## src/rtl/serial_bridge_pkg.sv

```systemverilog
// Shared types and constants for the UART-to-memory command bridge.
// Holds the state encoding, the response bytes and the default opcodes.
package serial_bridge_pkg;

  typedef enum logic [3:0] {
    S_IDLE,
    S_AH,
    S_AL,
    S_DH,
    S_DL,
    S_MEM,
    S_TX,
    S_TX_LO,
    S_TX_HI
  } state_t;

  localparam logic [7:0] RSP_ACK       = 8'h06;
  localparam logic [7:0] RSP_NAK       = 8'h15;
  localparam logic [7:0] DEF_CMD_WRITE = 8'h57;
  localparam logic [7:0] DEF_CMD_READ  = 8'h52;

endpackage

```

## src/rtl/serial_resp_sender.sv

```systemverilog
// Response transmitter: sends up to two buffered bytes, one per driver
// ready handshake (ready high -> en pulse -> ready low -> ready high).
module serial_resp_sender
  import serial_bridge_pkg::*;
(
  input  logic        clk,
  input  logic        rst,
  input  logic        start,
  input  logic [15:0] data,
  input  logic [1:0]  count,
  output logic        done,
  input  logic        ser_out_rdy,
  output logic [7:0]  ser_data_out,
  output logic        ser_out_en
);

  state_t      state_q;
  logic [15:0] rsp_q;
  logic [1:0]  cnt_q;

  always_ff @(posedge clk or posedge rst) begin
    if (rst) begin
      state_q      <= S_IDLE;
      rsp_q        <= '0;
      cnt_q        <= '0;
      done         <= 1'b0;
      ser_data_out <= '0;
      ser_out_en   <= 1'b0;
    end else begin
      done       <= 1'b0;
      ser_out_en <= 1'b0;
      case (state_q)
        S_IDLE: begin
          if (start) begin
            rsp_q   <= data;
            cnt_q   <= count;
            state_q <= S_TX;
          end
        end
        S_TX: begin
          if (ser_out_rdy) begin
            ser_data_out <= rsp_q[15:8];
            ser_out_en   <= 1'b1;
            state_q      <= S_TX_LO;
          end
        end
        S_TX_LO: begin
          if (!ser_out_rdy) state_q <= S_TX_HI;
        end
        S_TX_HI: begin
          if (ser_out_rdy) begin
            cnt_q <= cnt_q - 2'd1;
            if (cnt_q == 2'd1) begin
              done    <= 1'b1;
              state_q <= S_IDLE;
            end else begin
              rsp_q   <= {rsp_q[7:0], 8'h00};
              state_q <= S_TX;
            end
          end
        end
        default: state_q <= S_IDLE;
      endcase
    end
  end

endmodule

```

## src/rtl/serial_mem_bridge.sv

```systemverilog
// Command responder on the UART byte interface: parses read/write frames,
// performs one 16-bit memory access and returns ACK/NAK or read data.
module serial_mem_bridge
  import serial_bridge_pkg::*;
#(
  parameter int unsigned TIMEOUT_CLK = 65535,
  parameter logic [7:0]  CMD_WRITE   = DEF_CMD_WRITE,
  parameter logic [7:0]  CMD_READ    = DEF_CMD_READ
) (
  input  logic        clk,
  input  logic        rst,
  input  logic [7:0]  ser_data_in,
  input  logic        ser_in_cplt,
  input  logic        ser_in_error,
  output logic [7:0]  ser_data_out,
  output logic        ser_out_en,
  input  logic        ser_out_rdy,
  output logic [15:0] mem_addr,
  output logic [15:0] mem_wdata,
  output logic        mem_we,
  output logic        mem_re,
  input  logic        mem_ack,
  input  logic [15:0] mem_rdata,
  output logic        busy,
  output logic        frame_err
);

  localparam int unsigned   TW       = $clog2(TIMEOUT_CLK + 1);
  localparam logic [TW-1:0] TMO_LAST = TW'(TIMEOUT_CLK - 1);
  localparam logic [TW-1:0] TMO_ONE  = TW'(1);

  state_t        state_q;
  logic          is_write_q;
  logic [TW-1:0] tmo_q;
  logic          tx_start_q;
  logic [15:0]   tx_data_q;
  logic [1:0]    tx_count_q;
  logic          tx_done;
  logic          rx_state;
  logic          opcode_ok;
  logic          nak;

  assign rx_state  = state_q inside {S_IDLE, S_AH, S_AL, S_DH, S_DL};
  assign opcode_ok = (ser_data_in == CMD_WRITE) || (ser_data_in == CMD_READ);
  // Line errors win over a coincident byte; an unknown opcode is NAKed too.
  assign nak = rx_state &&
               (ser_in_error || (state_q == S_IDLE && ser_in_cplt && !opcode_ok));
  assign busy = (state_q != S_IDLE);

  always_ff @(posedge clk or posedge rst) begin
    if (rst) begin
      state_q    <= S_IDLE;
      is_write_q <= 1'b0;
      tmo_q      <= '0;
      mem_addr   <= '0;
      mem_wdata  <= '0;
      mem_we     <= 1'b0;
      mem_re     <= 1'b0;
      frame_err  <= 1'b0;
      tx_start_q <= 1'b0;
      tx_data_q  <= '0;
      tx_count_q <= '0;
    end else begin
      frame_err  <= 1'b0;
      tx_start_q <= 1'b0;
      if (nak) begin
        frame_err  <= 1'b1;
        tmo_q      <= '0;
        tx_start_q <= 1'b1;
        tx_data_q  <= {RSP_NAK, 8'h00};
        tx_count_q <= 2'd1;
        state_q    <= S_TX;
      end else begin
        case (state_q)
          S_IDLE: begin
            tmo_q <= '0;
            if (ser_in_cplt) begin
              is_write_q <= (ser_data_in == CMD_WRITE);
              state_q    <= S_AH;
            end
          end
          S_AH, S_AL, S_DH, S_DL: begin
            if (ser_in_cplt) begin
              tmo_q <= '0;
              case (state_q)
                S_AH: begin
                  mem_addr[15:8] <= ser_data_in;
                  state_q        <= S_AL;
                end
                S_AL: begin
                  mem_addr[7:0] <= ser_data_in;
                  state_q       <= is_write_q ? S_DH : S_MEM;
                end
                S_DH: begin
                  mem_wdata[15:8] <= ser_data_in;
                  state_q         <= S_DL;
                end
                default: begin
                  mem_wdata[7:0] <= ser_data_in;
                  state_q        <= S_MEM;
                end
              endcase
            end else if (tmo_q == TMO_LAST) begin
              // Stalled partial frame: drop it without answering.
              frame_err <= 1'b1;
              tmo_q     <= '0;
              state_q   <= S_IDLE;
            end else begin
              tmo_q <= tmo_q + TMO_ONE;
            end
          end
          S_MEM: begin
            if (!mem_we && !mem_re) begin
              mem_we <= is_write_q;
              mem_re <= !is_write_q;
            end else if (mem_ack) begin
              mem_we     <= 1'b0;
              mem_re     <= 1'b0;
              tx_start_q <= 1'b1;
              tx_data_q  <= is_write_q ? {RSP_ACK, 8'h00} : mem_rdata;
              tx_count_q <= is_write_q ? 2'd1 : 2'd2;
              state_q    <= S_TX;
            end
          end
          S_TX: begin
            if (tx_done) state_q <= S_IDLE;
          end
          default: state_q <= S_IDLE;
        endcase
      end
    end
  end

  serial_resp_sender u_sender (
    .clk          (clk),
    .rst          (rst),
    .start        (tx_start_q),
    .data         (tx_data_q),
    .count        (tx_count_q),
    .done         (tx_done),
    .ser_out_rdy  (ser_out_rdy),
    .ser_data_out (ser_data_out),
    .ser_out_en   (ser_out_en)
  );

endmodule

```

## config.mk

```make
export PLATFORM = sky130hd
export DESIGN_NAME = serial_mem_bridge
export DESIGN_NICKNAME = d
export VERILOG_FILES = /design/src/rtl/serial_bridge_pkg.sv /design/src/rtl/serial_resp_sender.sv /design/src/rtl/serial_mem_bridge.sv
export SDC_FILE = /design/constraint.sdc
export NUM_CORES = 1
export LEC_CHECK = 0
export BUFFER_PORTS_ARGS = -buffer_cell sky130_fd_sc_hd__buf_2
export CAP_MARGIN = 20
export CELL_PAD_IN_SITES_DETAIL_PLACEMENT = 2
export CELL_PAD_IN_SITES_GLOBAL_PLACEMENT = 2
export CORE_MARGIN = 1
export CORE_UTILIZATION = 40
export CTS_CLUSTER_DIAMETER = 100
export DETAILED_ROUTE_END_ITERATION = 12
export GPL_ROUTABILITY_DRIVEN = 0
export PLACE_DENSITY = 0.86
export SKIP_CTS_REPAIR_TIMING = 1
export SYNTH_ARGS = -nofsm -noshare
export SYNTH_HDL_FRONTEND = slang
export SYNTH_HIERARCHICAL = 1
export SYNTH_SLANG_ARGS = --single-unit
```

## constraint.sdc

```tcl
create_clock -name clk -period 5.4 [get_ports clk]
set_input_delay 0.27 -clock clk [delete_from_list [all_inputs] [get_ports clk]]
set_output_delay 0.27 -clock clk [all_outputs]
set_load 0.05 [all_outputs]
```

## Yosys cells after proc, flatten, opt, wreduce, memory -nomap -nowiden

Index checks and enable logic that the tools add are counted.

- Flip-flop bits (word level): 107
- Input port bits: 30
- Output and inout port bits: 45
- Logic and storage cells: 133

- $add $sub $neg: 2
- Equal/unequal tests: 24
- Mux-type cells: 53
- Bitwise operators: 2
- Reduce and logical (&&, ||, !) cells: 33

Operators by type and width:

| operator | number |
|---|---|
| 16-bit 2-to-1 mux | 11 |
| 16-bit case mux with 2 select lines | 2 |
| 4-bit 2-to-1 mux | 11 |
| 4-bit case mux with 4 select lines | 2 |
| 4-bit AND reduction | 6 |
| 4-bit by 3-bit == test with 1-bit output (second input constant) | 5 |
| 16-bit by 1-bit adder with 16-bit output (second input constant) | 1 |
| 16-bit == test (second input constant) | 1 |
| 8-bit by 7-bit == test with 1-bit output (second input constant) | 2 |
| 1-bit 2-to-1 mux | 16 |
| 2-bit 2-to-1 mux | 7 |
| 2-bit != test (second input constant) | 6 |
| 3-bit AND reduction | 4 |
| 3-bit != test (second input constant) | 3 |
| 3-bit case mux with 3 select lines | 1 |
| 4-bit by 2-bit == test with 1-bit output (second input constant) | 2 |
| 4-bit zero test | 2 |
| 2-bit nonzero test | 4 |
| 3-bit 2-to-1 mux | 2 |
| 5-bit AND reduction | 1 |
| 5-bit nonzero test | 1 |
| 4-bit by 1-bit == test with 1-bit output (second input constant) | 1 |
| 4-bit == test (second input constant) | 1 |
| 1-bit logical AND | 4 |
| 13 further kinds | 18 |

## Logic depth before layout (Yosys ltp)

Gate-level depths: netlist of run 1.

- Depth in word-level cells: 8
- Gate-level depth with buffers: 9
- Gate-level depth less buffers: 7

## Hierarchy

Netlist of run 1, hierarchy kept.

By module, submodules not included:

| module | instances | cells each | area an instance (um^2) | seq. area each (um^2) |
|---|---|---|---|---|
| serial_mem_bridge | 1 | 283 | 3300.7 | 1851.8 |
| serial_resp_sender | 1 | 99 | 1360.1 | 775.7 |

## Worst setup path after synthesis of run 1

OpenSTA, ideal clock, no wires.

- Path type: register -> register
- Start point: reg state_q[1] (netlist name)
- End point: reg state_q[0] (netlist name)
- Library setup time: 78 ps
- Arrival time: 1889 ps
- Required time: 5322 ps
- Setup slack: 3433 ps
- Stages on the path, launching flop included: 7
- Buffers on the path: 1
- Period minus slack after synthesis: 1967 ps
- Cells stage by stage: dfrtp_1 buf_6 or3_4 nor3b_2 a211o_1 or3_1 a21boi_1

==> metrics.cfg, run 1 <==
[status]
outcome=complete, no violations

[logic_synthesis]
synth_nets=415
synthDistinctLibCells=59
yosysMostFrequentCell=dfrtp_1
async_reset_ff_share_pct=100
synth_ff_type=dfrtp_1
synth_seq_cells=105
synth_area_per_cell_sq_um=12.2
yosysSeqAreaShare_pct=56.4
syn-instance-count=382
synth_top_area_share_pct=56.4
yosysTopAreaCell=dfrtp_1
synth_area_leaders=dfrtp_1 (56%), mux2_2 (14%), a22o_1 (3.8%), nor2_1 (2.1%), nand2_1 (1.7%)
ys_top_cells_by_count=dfrtp_1 (105), mux2_2 (56), nor2_1 (26), nand2_1 (21), a22o_1 (20)
yosys_warnings=6
synth_edf_count=0
syn_area_sq_mm=0.00466

[sta]
worst_pin_slew_ns=0.975
rsz0062_at_grt=no
fin_crit_ns=2.50
timing.final.crit_share_pct=46.2
fin_tns_setup_ns=0
final-max-slew-violation-count=0
timing.fmax_mhz=400
slew_headroom_pct=34.8
skew_ns=0.00792
finalSetupViolCount=0
finalHoldViolCount=0

[detailed_routing]
firstDrtPassIters=4
initialDrtViolationCount=179
drc=0
vias_per_cell=5.62
routed_wl_microns=13100
dr_total_vias=3364
wl_per_cell_microns=21.9
ant_nets=0

[clock_network]
clock_path_buffers=2
htreeDepth=3
numCtsBuffers=9
cts_tree=built
cts_root_buf=clkbuf_16
clkLatencyLatePin_ns=0.35
cts_sinks=105
clk_transition_reported_paths_ns=0.07

[setup_path]
path_buf_inv=0
slowest_delay_ns=0.83
crit_start=state_q[0]
crit_type=reg -> reg
cp_top_family=simple AND/OR/NAND/NOR gates
worstSetupEndpointType=register
critPathRequiredTime_ns=5.69
cp_slowest_cell=nor2_1
crit_chain=and3b_1, nand2b_1, nor2_1, a22o_1
r2r-start=state_q[0]
arrival_ns=2.78
crit_fanout=14
startpoint_type=register

[floorplanning]
start_util_pct=41.0
die_area_sq_mm=0.0121
num_io_pins=75
fp.coreArea_sq_mm=0.0114
rows=39
chipWidth_microns=110
die_h_microns=110

[min_path]
holdCritPathClass=in -> async

[job]
drv_cap=0

[finish]
diodes=0
multiInputGateArea_sq_mm=0.00189
areaGrowthSynthToFinish_pct=17.1
nets=484
nFillCells=1135
drive_above_1_share_pct=34.6
ff_latch_area_sq_mm=0.00263

[global_routing]
grt_pass1_wl_microns=21200
grt_overflow=0
grt_max_degree=75
gr-usage-all-layers_pct=23.9
grt_antenna_before_repair=0
grt_pass1_vias=3837

[power_and_ir_drop]
total_power_mw=3.25
p_per_area_mw_per_mm2=595
peakVddDrop_mv=0.347
cellLeakagePower_nw=2.57

[place]
dp_hpwl_microns=8840
port_buffers=74

## metal layers
metal / global-route usage (%) / up-vias / wire [microns]
met1: 28.0 / 1764 / 5330
met2: 41.6 / 77 / 6980
met5: 0 / - / 0
li1: - / 1501 / -
met3: 7.05 / 22 / 555
met4: 7.81 / 0 / 266
## layout by cell type, fill, tap and decap left out, types with 8 or more instances in the layout
cell       instances
nand2_1           21
dfrtp_1          105
nor2_1            26
mux2_2            56
a21oi_1            8
buf_2             74
clkbuf_16          9
a22o_1            20
xnor2_1            8
nand3_1            9
inv_1             10
## state kept, by name, summed over array words and instances, names as in the netlist, 3 cells and up
register and count:
u_sender/ser_data_out 8, state_q 3, mem_addr 16, u_sender/rsp_q 16, tmo_q 16, tx_data_q 16
mem_wdata 16, u_sender/state_q 3
## worst min-delay path, stage by stage
cell   delay [ns]
buf_2        0.11
inv_1        0.05
buf_4        0.36
## power by group
group          leakage (nW)  switching (mW)  internal (mW)  total (mW)
Clock                 0.157           0.304          0.423       0.727
Sequential             1.35           0.197           1.01        1.21
Combinational          1.06           0.926          0.388        1.31
Total                  2.57            1.43           1.82        3.25
## final cells by class
| cell class | count | area share [%] |
|---|---|---|
| clock buffer | 11 | 4.45 |
| clock inverter | 5 | 1.56 |
| inverter | 12 | 0.825 |
| multi-input combinational | 246 | 34.5 |
| sequential | 105 | 48.1 |
| tap | 143 | 3.28 |
| timing repair buffer | 77 | 7.20 |
## metrics by stage
| step | cell area (sq um) | worst slack, ns | hold WS (ns) | utilization (%) | cells |
|---|---|---|---|---|---|
| finish | 5460 | 2.90 | 0.00659 | 48.0 | 599 |
| detailed placement | 5130 | 3.03 | 0.401 | 45.1 | 583 |
| CTS | 5460 | 2.92 | 0.0191 | 48.0 | 599 |
| global route | 5460 | 2.71 | 0.0380 | 48.0 | 599 |
| global placement | 5130 | 3.19 | 0.397 | 45.1 | 583 |
| floorplan | 4660 | 3.25 | 0.374 | - | 382 |
## logic make-up after synthesis
| group | share of synthesized area, % |
|---|---|
| buffers and inverters | 3.17 |
| DFF | 56.4 |
| adders and majority gates | 0.805 |
| xor gates and xnor gates | 2.07 |
| and+or+nand+nor | 12.9 |
| AOI/OAI and AO/OA | 10.7 |
| muxes | 14.0 |
## worst paths after layout
kind	endpoint	slack (ns)	cells after the start
worst max-delay path	tx_data_q[0]	2.90	4
worst min-delay path	u_sender/ser_data_out[4]	0.007	3
worst max register to register	tx_data_q[0]	2.90	4
worst min register to register	tx_data_q[7]	0.50	1
max in group asynchronous	tx_data_q[13]	4.55	3
min in group clk	tx_data_q[3]	0.14	2
No activity file was read; power rests on OpenSTA's default activity.
==> run 2: changes to the inputs <==
--- a/config.mk
+++ b/config.mk
@@ -10,11 +10,11 @@
 export CELL_PAD_IN_SITES_DETAIL_PLACEMENT = 2
 export CELL_PAD_IN_SITES_GLOBAL_PLACEMENT = 2
 export CORE_MARGIN = 1
-export CORE_UTILIZATION = 40
+export CORE_UTILIZATION = 38
 export CTS_CLUSTER_DIAMETER = 100
 export DETAILED_ROUTE_END_ITERATION = 12
 export GPL_ROUTABILITY_DRIVEN = 0
-export PLACE_DENSITY = 0.86
+export PLACE_DENSITY = 0.83
 export SKIP_CTS_REPAIR_TIMING = 1
 export SYNTH_ARGS = -nofsm -noshare
 export SYNTH_HDL_FRONTEND = slang
==> constraint.sdc (replaced) <==
create_clock -name clk -period 2.55 [get_ports clk]
set_input_delay 0.1275 -clock clk [delete_from_list [all_inputs] [get_ports clk]]
set_output_delay 0.1275 -clock clk [all_outputs]
set_load 0.05 [all_outputs]
==> metrics.cfg, run 2 (synthesis results as in run 1) <==
[sta]
final-max-slew-violation-count=0  ; unchanged
finalHoldViolCount=3  ; +3
rsz0062_at_grt=no
finalSetupViolCount=0  ; unchanged
holdWs_ns=-0.00741  ; -0.0140 ns
timing.fmax_mhz=442  ; +10%
skew_ns=0.0114  ; +0.00350 ns
fin_crit_ns=2.26  ; -0.233 ns
fin_tns_setup_ns=0  ; unchanged
slew_headroom_pct=53.1  ; +18 points
timing.final.crit_share_pct=88.8  ; +43 points
worst_pin_slew_ns=0.696  ; -0.278 ns

[global_routing]
grt_pass1_wl_microns=20500  ; -3.2%
grt_antenna_before_repair=0  ; unchanged
grt_overflow=0  ; unchanged
gr-usage-all-layers_pct=21.4  ; -2.4 points
grt_pass1_vias=3749  ; -2.3%
grt_max_degree=75  ; unchanged

[floorplanning]
die_area_sq_mm=0.0127  ; +5.2%
num_io_pins=75  ; unchanged
chipWidth_microns=113  ; +2.5%
die_h_microns=113  ; +2.5%
fp.coreArea_sq_mm=0.0120  ; +5.2%
start_util_pct=39.0  ; -2.0 points
rows=40  ; +2.6%

[setup_path]
worstSetupEndpointType=register
crit_type=reg -> reg
reg2reg_to=tx_data_q[10]
arrival_ns=2.52  ; -0.26 ns
r2r-start=state_q[1]
r2r_slack_ns=0.29  ; -2.62 ns
crit_start=state_q[1]
critPathRequiredTime_ns=2.81  ; -2.88 ns
startpoint_type=register
endpoint=tx_data_q[10]
reg2reg_depth=5  ; +1
crit_fanout=17  ; +3

[power_and_ir_drop]
combinationalPowerShare_pct=41.6  ; +1.1 points
p_int_mw=3.77  ; +110%
peakVddDrop_mv=0.743  ; +110%
cellLeakagePower_nw=2.60  ; +1.3%
p_per_area_mw_per_mm2=1230  ; +110%
clock_power_share_pct=21.8  ; -0.6 points
switching_share_pct=44.7  ; +0.77 points
switching_power_mw=3.05  ; +110%
p_seq_share_pct=36.6  ; -0.5 points

[finish]
final_common_cell=dfrtp_1
drive_above_1_share_pct=34.8  ; +0.12 points
diodes=0  ; unchanged
most-common-layout-cells=dfrtp_1 (105), buf_2 (74), mux2_2 (56)
nets=491  ; +1.4%
design_area_sq_mm=0.00553  ; +1.2%
areaGrowthSynthToFinish_pct=18.6
nFillCells=1195  ; +5.3%

[detailed_routing]
vias_per_cell=5.52  ; -1.8%
wl_per_cell_microns=21.3  ; -2.9%
drt-met1-wl_microns=5470  ; +2.6%
ant_nets=0  ; unchanged
wl_met3_microns=614  ; +11%
dr_total_vias=3365  ; +0.030%
firstDrtPassIters=4  ; unchanged
routed_wl_microns=13000  ; -1.1%
dr.max_layer_used=met4
drc=0  ; unchanged
initialDrtViolationCount=129  ; -28%
dr_wl_met2_microns=6750  ; -3.4%

[min_path]
holdCritPathClass=in -> reg
hold_depth=2

[clock_network]
cts_tree=built
clkLatencyLatePin_ns=0.37  ; +0.02 ns
cts_root_buf=clkbuf_16
clk_transition_reported_paths_ns=0.08  ; about the same
cts_sinks=105  ; unchanged
numCtsBuffers=9  ; unchanged
clock_path_buffers=2  ; unchanged
htreeDepth=3  ; unchanged

[place]
port_buffers=74  ; unchanged
place_area_sq_mm=0.00517  ; +0.78%
dp_hpwl_microns=8620  ; -2.5%

[job]
drv_cap=0  ; unchanged

[status]
outcome=complete, but fails checks
violations=hold timing

[run 2: changes by cell type in the layout (fill, tap and decap cells not counted)]
cell and delta:
clkinv_4 +2, clkbuf_8 -1, inv_8 +2, inv_6 -2, buf_12 +1, dlygate4sd3_1 +4
bufinv_16 -1, clkinv_8 +1, buf_4 +2, clkinvlp_4 -1
[run 2: worst max-delay path, cell delays in order (launching register included)]
cell,delay [ns]
dfrtp_1,0.65
and3b_1,0.32
nand2b_1,0.34
and2_1,0.60
inv_2,0.07
o32a_1,0.18
[run 2: worst min-delay path by stage]
stage / slack, ns / start / to
finish: -0.007 / mem_rdata[3] / tx_data_q[3]
global route: 0.0008 / mem_rdata[0] / tx_data_q[0]
CTS: -0.10 / rst / mem_wdata[0]
detailed placement: 0.26 / rst / u_sender/rsp_q[9]
global placement: 0.25 / rst / u_sender/ser_data_out[0]
floorplan: 0.23 / rst / u_sender/cnt_q[0]
[run 2: stage by stage]
| step | std cells | setup WS [ns] | total power [mW] | util (%) |
|---|---|---|---|---|
| floorplan | 382 | 0.541 | 4.62 | - |
| global placement | 590 | 0.436 | 5.18 | 43.2 |
| detailed placement | 590 | 0.288 | 5.34 | 43.2 |
| CTS | 606 | 0.284 | 6.85 | 45.9 |
| global route | 610 | 0.123 | 7.14 | 46.2 |
| finish | 610 | 0.286 | 6.81 | 46.2 |
[run 2: routing by layer]
| metal | global-route usage (%) | vias up |
|---|---|---|
| met5 | 0 | - |
| met4 | 7.38 | 0 |
| met3 | 6.05 | 12 |
| met2 | 36.8 | 76 |
| met1 | 25.8 | 1761 |
| li1 | - | 1516 |
[run 2: layout make-up]
class	count	area (sq um)	area share (%)
clock buffer	10	229	4.14
clock inverter	6	86.3	1.56
inverter	12	45.0	0.815
multi-input combinational	246	1890	34.1
sequential	105	2630	47.6
tap	147	184	3.33
timing repair buffer	84	468	8.47
[run 2: power by group through the flow]
stage	sequential [mW]	combinational (mW)	clock, mW
floorplan	3.46	1.15	0
global placement	2.47	2.72	0
detailed placement	2.52	2.82	0
CTS	2.49	2.85	1.51
global route	2.56	3.01	1.57
finish	2.49	2.83	1.49
